<file path="config.mk">
export PLATFORM = sky130hd
export DESIGN_NAME = sr_latch_driver_flat
export DESIGN_NICKNAME = d
export VERILOG_FILES = /design/src/rtl/sr_latch_driver_if.sv /design/src/rtl/sr_latch_driver.sv /design/src/flat_wrapper.sv
export SDC_FILE = /design/constraint.sdc
export NUM_CORES = 1
export LEC_CHECK = 0
export BUFFER_PORTS_ARGS = -buffer_cell sky130_fd_sc_hd__buf_4
export CAP_MARGIN = 30
export CORE_ASPECT_RATIO = 0.75
export CORE_MARGIN = 10
export CORE_UTILIZATION = 23
export CTS_CLUSTER_SIZE = 20
export DETAILED_ROUTE_END_ITERATION = 16
export GPL_TIMING_DRIVEN = 0
export HOLD_SLACK_MARGIN = 0.1
export PLACE_DENSITY = 0.4
export SYNTH_ARGS = -nofsm -noshare
export SYNTH_HDL_FRONTEND = slang
export SYNTH_SLANG_ARGS = --single-unit
</file>
<file path="constraint.sdc">
create_clock -name clk -period 2.07 [get_ports clk]
set_input_delay 0.207 -clock clk [delete_from_list [all_inputs] [get_ports clk]]
set_output_delay 0.207 -clock clk [all_outputs]
set_load 0.01 [all_outputs]
</file>
<file path="src/rtl/sr_latch_driver_if.sv">
// Command handshake between a requester and the SR latch driver.
// The requester uses the master side; the driver uses the slave side.
interface sr_latch_driver_if;
    logic cmd_valid;
    logic cmd_set;
    logic cmd_ready;
    logic done;
    logic err;
    logic q_state;

    modport master (
        output cmd_valid,
        output cmd_set,
        input  cmd_ready,
        input  done,
        input  err,
        input  q_state
    );

    modport slave (
        input  cmd_valid,
        input  cmd_set,
        output cmd_ready,
        output done,
        output err,
        output q_state
    );
endinterface

</file>
<file path="src/rtl/sr_latch_driver.sv">
// Drives a cross-coupled NAND SR latch with timed active-low pulses, then
// verifies the latch through synchronized q/qbar readback.
module sr_latch_driver #(
    parameter int unsigned PULSE_CYCLES  = 4,
    parameter int unsigned SETTLE_CYCLES = 2
) (
    input  logic               clk,
    input  logic               reset,
    sr_latch_driver_if.slave   cmd,
    output logic               sbar,
    output logic               rbar,
    input  logic               q_in,
    input  logic               qbar_in
);

    localparam int unsigned CNT_W = 8;

    typedef enum logic [1:0] {
        IDLE   = 2'd0,
        PULSE  = 2'd1,
        SETTLE = 2'd2,
        CHECK  = 2'd3
    } state_t;

    state_t           state;
    logic [CNT_W-1:0] cnt;
    logic             cmd_set_q;
    logic [1:0]       q_sync;
    logic [1:0]       qbar_sync;
    logic             readback_ok;

    // Two-flop synchronizers for the asynchronous latch readback.
    always_ff @(posedge clk or posedge reset) begin
        if (reset) begin
            q_sync    <= 2'b00;
            qbar_sync <= 2'b00;
        end else begin
            q_sync    <= {q_sync[0], q_in};
            qbar_sync <= {qbar_sync[0], qbar_in};
        end
    end

    assign readback_ok = (q_sync[1] == cmd_set_q) && (qbar_sync[1] == ~cmd_set_q);

    // Only one of sbar/rbar is ever loaded low, and only on entry to PULSE,
    // so the pair can never be 0 together.
    always_ff @(posedge clk or posedge reset) begin
        if (reset) begin
            state         <= IDLE;
            cnt           <= '0;
            cmd_set_q     <= 1'b0;
            sbar          <= 1'b1;
            rbar          <= 1'b1;
            cmd.cmd_ready <= 1'b1;
            cmd.done      <= 1'b0;
            cmd.err       <= 1'b0;
            cmd.q_state   <= 1'b0;
        end else begin
            cmd.done <= 1'b0;
            cmd.err  <= 1'b0;
            case (state)
                IDLE: begin
                    if (cmd.cmd_valid) begin
                        state         <= PULSE;
                        cmd_set_q     <= cmd.cmd_set;
                        cnt           <= CNT_W'(PULSE_CYCLES - 1);
                        sbar          <= ~cmd.cmd_set;
                        rbar          <= cmd.cmd_set;
                        cmd.cmd_ready <= 1'b0;
                    end
                end
                PULSE: begin
                    if (cnt == '0) begin
                        state <= SETTLE;
                        sbar  <= 1'b1;
                        rbar  <= 1'b1;
                        cnt   <= CNT_W'(SETTLE_CYCLES - 1);
                    end else begin
                        cnt <= cnt - CNT_W'(1);
                    end
                end
                SETTLE: begin
                    // done/err/q_state become visible in the CHECK cycle.
                    if (cnt == '0) begin
                        state    <= CHECK;
                        cmd.done <= 1'b1;
                        if (readback_ok) begin
                            cmd.q_state <= cmd_set_q;
                        end else begin
                            cmd.err <= 1'b1;
                        end
                    end else begin
                        cnt <= cnt - CNT_W'(1);
                    end
                end
                CHECK: begin
                    state         <= IDLE;
                    cmd.cmd_ready <= 1'b1;
                end
                default: begin
                    state         <= IDLE;
                    sbar          <= 1'b1;
                    rbar          <= 1'b1;
                    cmd.cmd_ready <= 1'b1;
                end
            endcase
        end
    end

endmodule

</file>
<file path="src/flat_wrapper.sv">
// flat-port wrapper written by rule: the top's interface ports become plain ports
module sr_latch_driver_flat 
#(
    parameter int unsigned PULSE_CYCLES  = 4,
    parameter int unsigned SETTLE_CYCLES = 2
)
  (clk, reset, sbar, rbar, q_in, qbar_in, cmd_cmd_valid, cmd_cmd_set, cmd_cmd_ready, cmd_done, cmd_err, cmd_q_state);
  sr_latch_driver_if cmd_i ();
  input  logic clk;
  input  logic reset;
  output logic sbar;
  output logic rbar;
  input  logic q_in;
  input  logic qbar_in;
  input wire logic [$bits(cmd_i.cmd_valid)-1:0] cmd_cmd_valid;
  input wire logic [$bits(cmd_i.cmd_set)-1:0] cmd_cmd_set;
  output wire logic [$bits(cmd_i.cmd_ready)-1:0] cmd_cmd_ready;
  output wire logic [$bits(cmd_i.done)-1:0] cmd_done;
  output wire logic [$bits(cmd_i.err)-1:0] cmd_err;
  output wire logic [$bits(cmd_i.q_state)-1:0] cmd_q_state;
  assign cmd_i.cmd_valid = cmd_cmd_valid;
  assign cmd_i.cmd_set = cmd_cmd_set;
  assign cmd_cmd_ready = cmd_i.cmd_ready;
  assign cmd_done = cmd_i.done;
  assign cmd_err = cmd_i.err;
  assign cmd_q_state = cmd_i.q_state;
  sr_latch_driver #(.PULSE_CYCLES(PULSE_CYCLES), .SETTLE_CYCLES(SETTLE_CYCLES)) u_core (.clk(clk), .reset(reset), .cmd(cmd_i), .sbar(sbar), .rbar(rbar), .q_in(q_in), .qbar_in(qbar_in));
endmodule
</file>
==> results.md <==
* Critical Path RT at 2.22 ns
* Number of buffers created by CTS at 3
* Final hold violations at 0
* Pin count of the biggest net entering global routing at 22
* Final Max Slew Viols at 0
* Critical path class: reg -> reg
* Final period util at between 90% and 100%
* CTS tree: yes
* Critical path arrival at between 2 and 2.5 ns
* CP Capture Type: flop
* Multi-input logic area at 529.3 sq um
* Vias in the first global route at 821
* RSZ-0062 raised after global routing: no
* Clock latency on the worst-skew pair at 0.26 ns
* Final Non-Filler Cells at 178
* Fin crit period at between 1.5 and 2 ns
* Worst vdd ir at roughly 0.00053 V
* GRT overflow at 0
* Area of the core at 4493 sq um
* Skew final at 0.005779 ns
* Synth top cells by count: dfrtp_1 (18), nor2_1 (11), inv_1 (8)
* Total power at 1.959 mW
* Synth unique cells at 35
* Gr usage total at 6.229%
* Antenna Nets Post-Route at 0
* Area growth syn-to-layout at 21.07%
* Seq/Total Area, Yosys at 48.96%
* Clk buf depth at 2
* FILL cells at approximately 470
* Fraction of layout cells with a size suffix above 1 at 24.79%
* Total negative slack at 0 ns
* Drt via density at slightly below 5
* Gate Count Post-Synth at 104
* Yosys top cell by area: dfrtp_1
* Finished Cell Area at 1309 sq um
* Synth top area cells: dfrtp_1 (42%), dfstp_2 (7.3%), ha_1 (5.8%)
* DRC viols at 0
* Initial Util at between 20% and 30%
* DRT iter0 DRCs at 53
* Sequential cell area at 529.3 sq um
* Worst R2R Path Depth at 6
* # nets final at 133
* GP Congestion at 0.8043
* Antenna violations before repair at 0
* Placed instance area at 1235 sq um
* Final setup vio count at 0
* # H-tree levels at 1
* CP max FO at 10
* Power density over the cells at 1497 nW/um^2
* Post-DP HPWL at between 1.5 and 2 mm
* Via count at about 860
* IO Port Bufs at 11
* FP Rows at 21
* Clk root buf: clkbuf_8
* First-pass GRT wire length at 4.057 mm
* Synth Net Count at 115
* # Max-Cap Violations at 0
* Synthesized cell area at 1081 sq um
* Slew @ Worst Pin at 0.8228 ns
* Die H at 79.37 um
* Ant diodes at 0
* DRT Wirelength at 2.405 mm
* Post-CTS setup buffer count at 0
* Crit start category: flop
* Cell count after placement at around 170
* # IOs at 12
* Outcome: completed
* Clk slew on worst S/H paths at 0.08 ns
* Pre-antenna DRT Iters at 4
* Synth Warn # at 0
* Worst min-delay path category: in -> async
* #FFs+latches synth at 21
* Leakage at 0.5676 nW
* Achievable clock frequency at 509.1 MHz
* Sink Count at 21
* Post-Syn Area per Cell at 10.39 sq um
* Dominant cell by count in the synthesized netlist: dfrtp_1
* Die W at 99.17 um
* Die area at 7871 sq um
* Synth top area share at 41.67%
* Worst relative slew slack at 45.09%
* FFs w/ async S/R, synth at 100.0%
* EDFF count, synth at 0
* Top FF cell, synth: dfrtp_1
* DR WL/cell at 13.51 um
## final timing paths
| kind | slack (ns) | to | from |
|---|---|---|---|
| max reg2reg | 0.11 | u_core.state[1] | u_core.cnt[0] |
| max | 0.11 | u_core.state[1] | u_core.cnt[0] |
| min | 0.10 | u_core.cmd_set_q | reset |
| min in group clk | 0.20 | u_core.cmd_set_q | cmd_cmd_set |
| max in group asynchronous | 1.45 | u_core.cnt[4] | reset |
| min reg2reg | 0.35 | u_core.q_sync[1] | u_core.q_sync[0] |
## routing by layer
layer / up-vias / global-route usage, % / routed length [um]
met3: 2 / 3.287 / 145
li1: 417 / - / -
met5: - / 0 / 0
met2: 17 / 8.442 / 986
met4: 0 / 1.714 / 19
met1: 422 / 8.271 / 1254
## cell families (layout without fill, tap and decap cells)
| group | count (synthesis) | after routing | synth area share [%] |
|---|---|---|---|
| fa+ha+maj | 5 | 5 | 5.787 |
| buf+inv | 8 | 25 | 2.778 |
| compound gates | 32 | 32 | 20.02 |
| flops | 21 | 21 | 48.96 |
| mux | 3 | 3 | 3.009 |
| simple gates | 35 | 35 | 19.45 |
## cell type report
class                      count  share of cell area (%)
sequential                    21                   40.44
clock inverter                 1                  0.3824
timing repair buffer          13                   7.839
multi-input combinational     75                   40.44
clock buffer                   3                   3.155
inverter                       8                   2.294
tap                           57                   5.449
## where the power goes
group | internal, mW | switching [mW] | leakage (nW)
logic | 0.453 | 0.528 | 0.288
registers | 0.559 | 0.147 | 0.254
clock network | 0.134 | 0.137 | 0.0255
total | 1.15 | 0.813 | 0.568
## worst max-delay path, stage by stage, from the launching register on
cell     delay [ns]
dfrtp_1        0.43
inv_1          0.08
ha_1           0.27
nor4b_4        0.36
nand2_2        0.20
a21o_2         0.25
mux2_2         0.26
## state kept, by name, summed over array words and instances (netlist names)
signal / cells
u_core.q_sync: 2
u_core.qbar_sync: 2
u_core.rbar: 1
u_core.cnt: 8
u_core.cmd.err: 1
u_core.sbar: 1
u_core.cmd.cmd_ready: 1
u_core.state: 2
u_core.cmd_set_q: 1
u_core.cmd.q_state: 1
u_core.cmd.done: 1
## per-stage QoR
step | utilization, % | hold WS (ns) | setup slack [ns]
6_report | 29.13 | 0.1032 | 0.1059
5_1_grt | 29.13 | 0.1642 | 0.01738
4_1_cts | 29.07 | 0.1245 | 0.08698
3_5_place_dp | 27.49 | 0.3194 | -0.02969
3_3_place_gp | 27.49 | 0.3173 | -0.03735
2_1_floorplan | - | 0.1813 | 0.2731
## cells in the final DEF, fill, tap and decap left out, types with 4 or more instances in the layout
cell type,count
nand2_1,5
ha_1,4
dfrtp_1,18
a21oi_1,4
a31oi_1,7
o21ai_0,6
inv_1,8
buf_4,11
nor2_1,11
## timing repair
item	CTS	global route
hold buffers	2	0
setup endpoints to repair	5	1
endpoints found under the hold margin	2	0
resized for setup	1	1
pin swaps	0	0
Note: power is estimated with default switching activity, not from simulation.
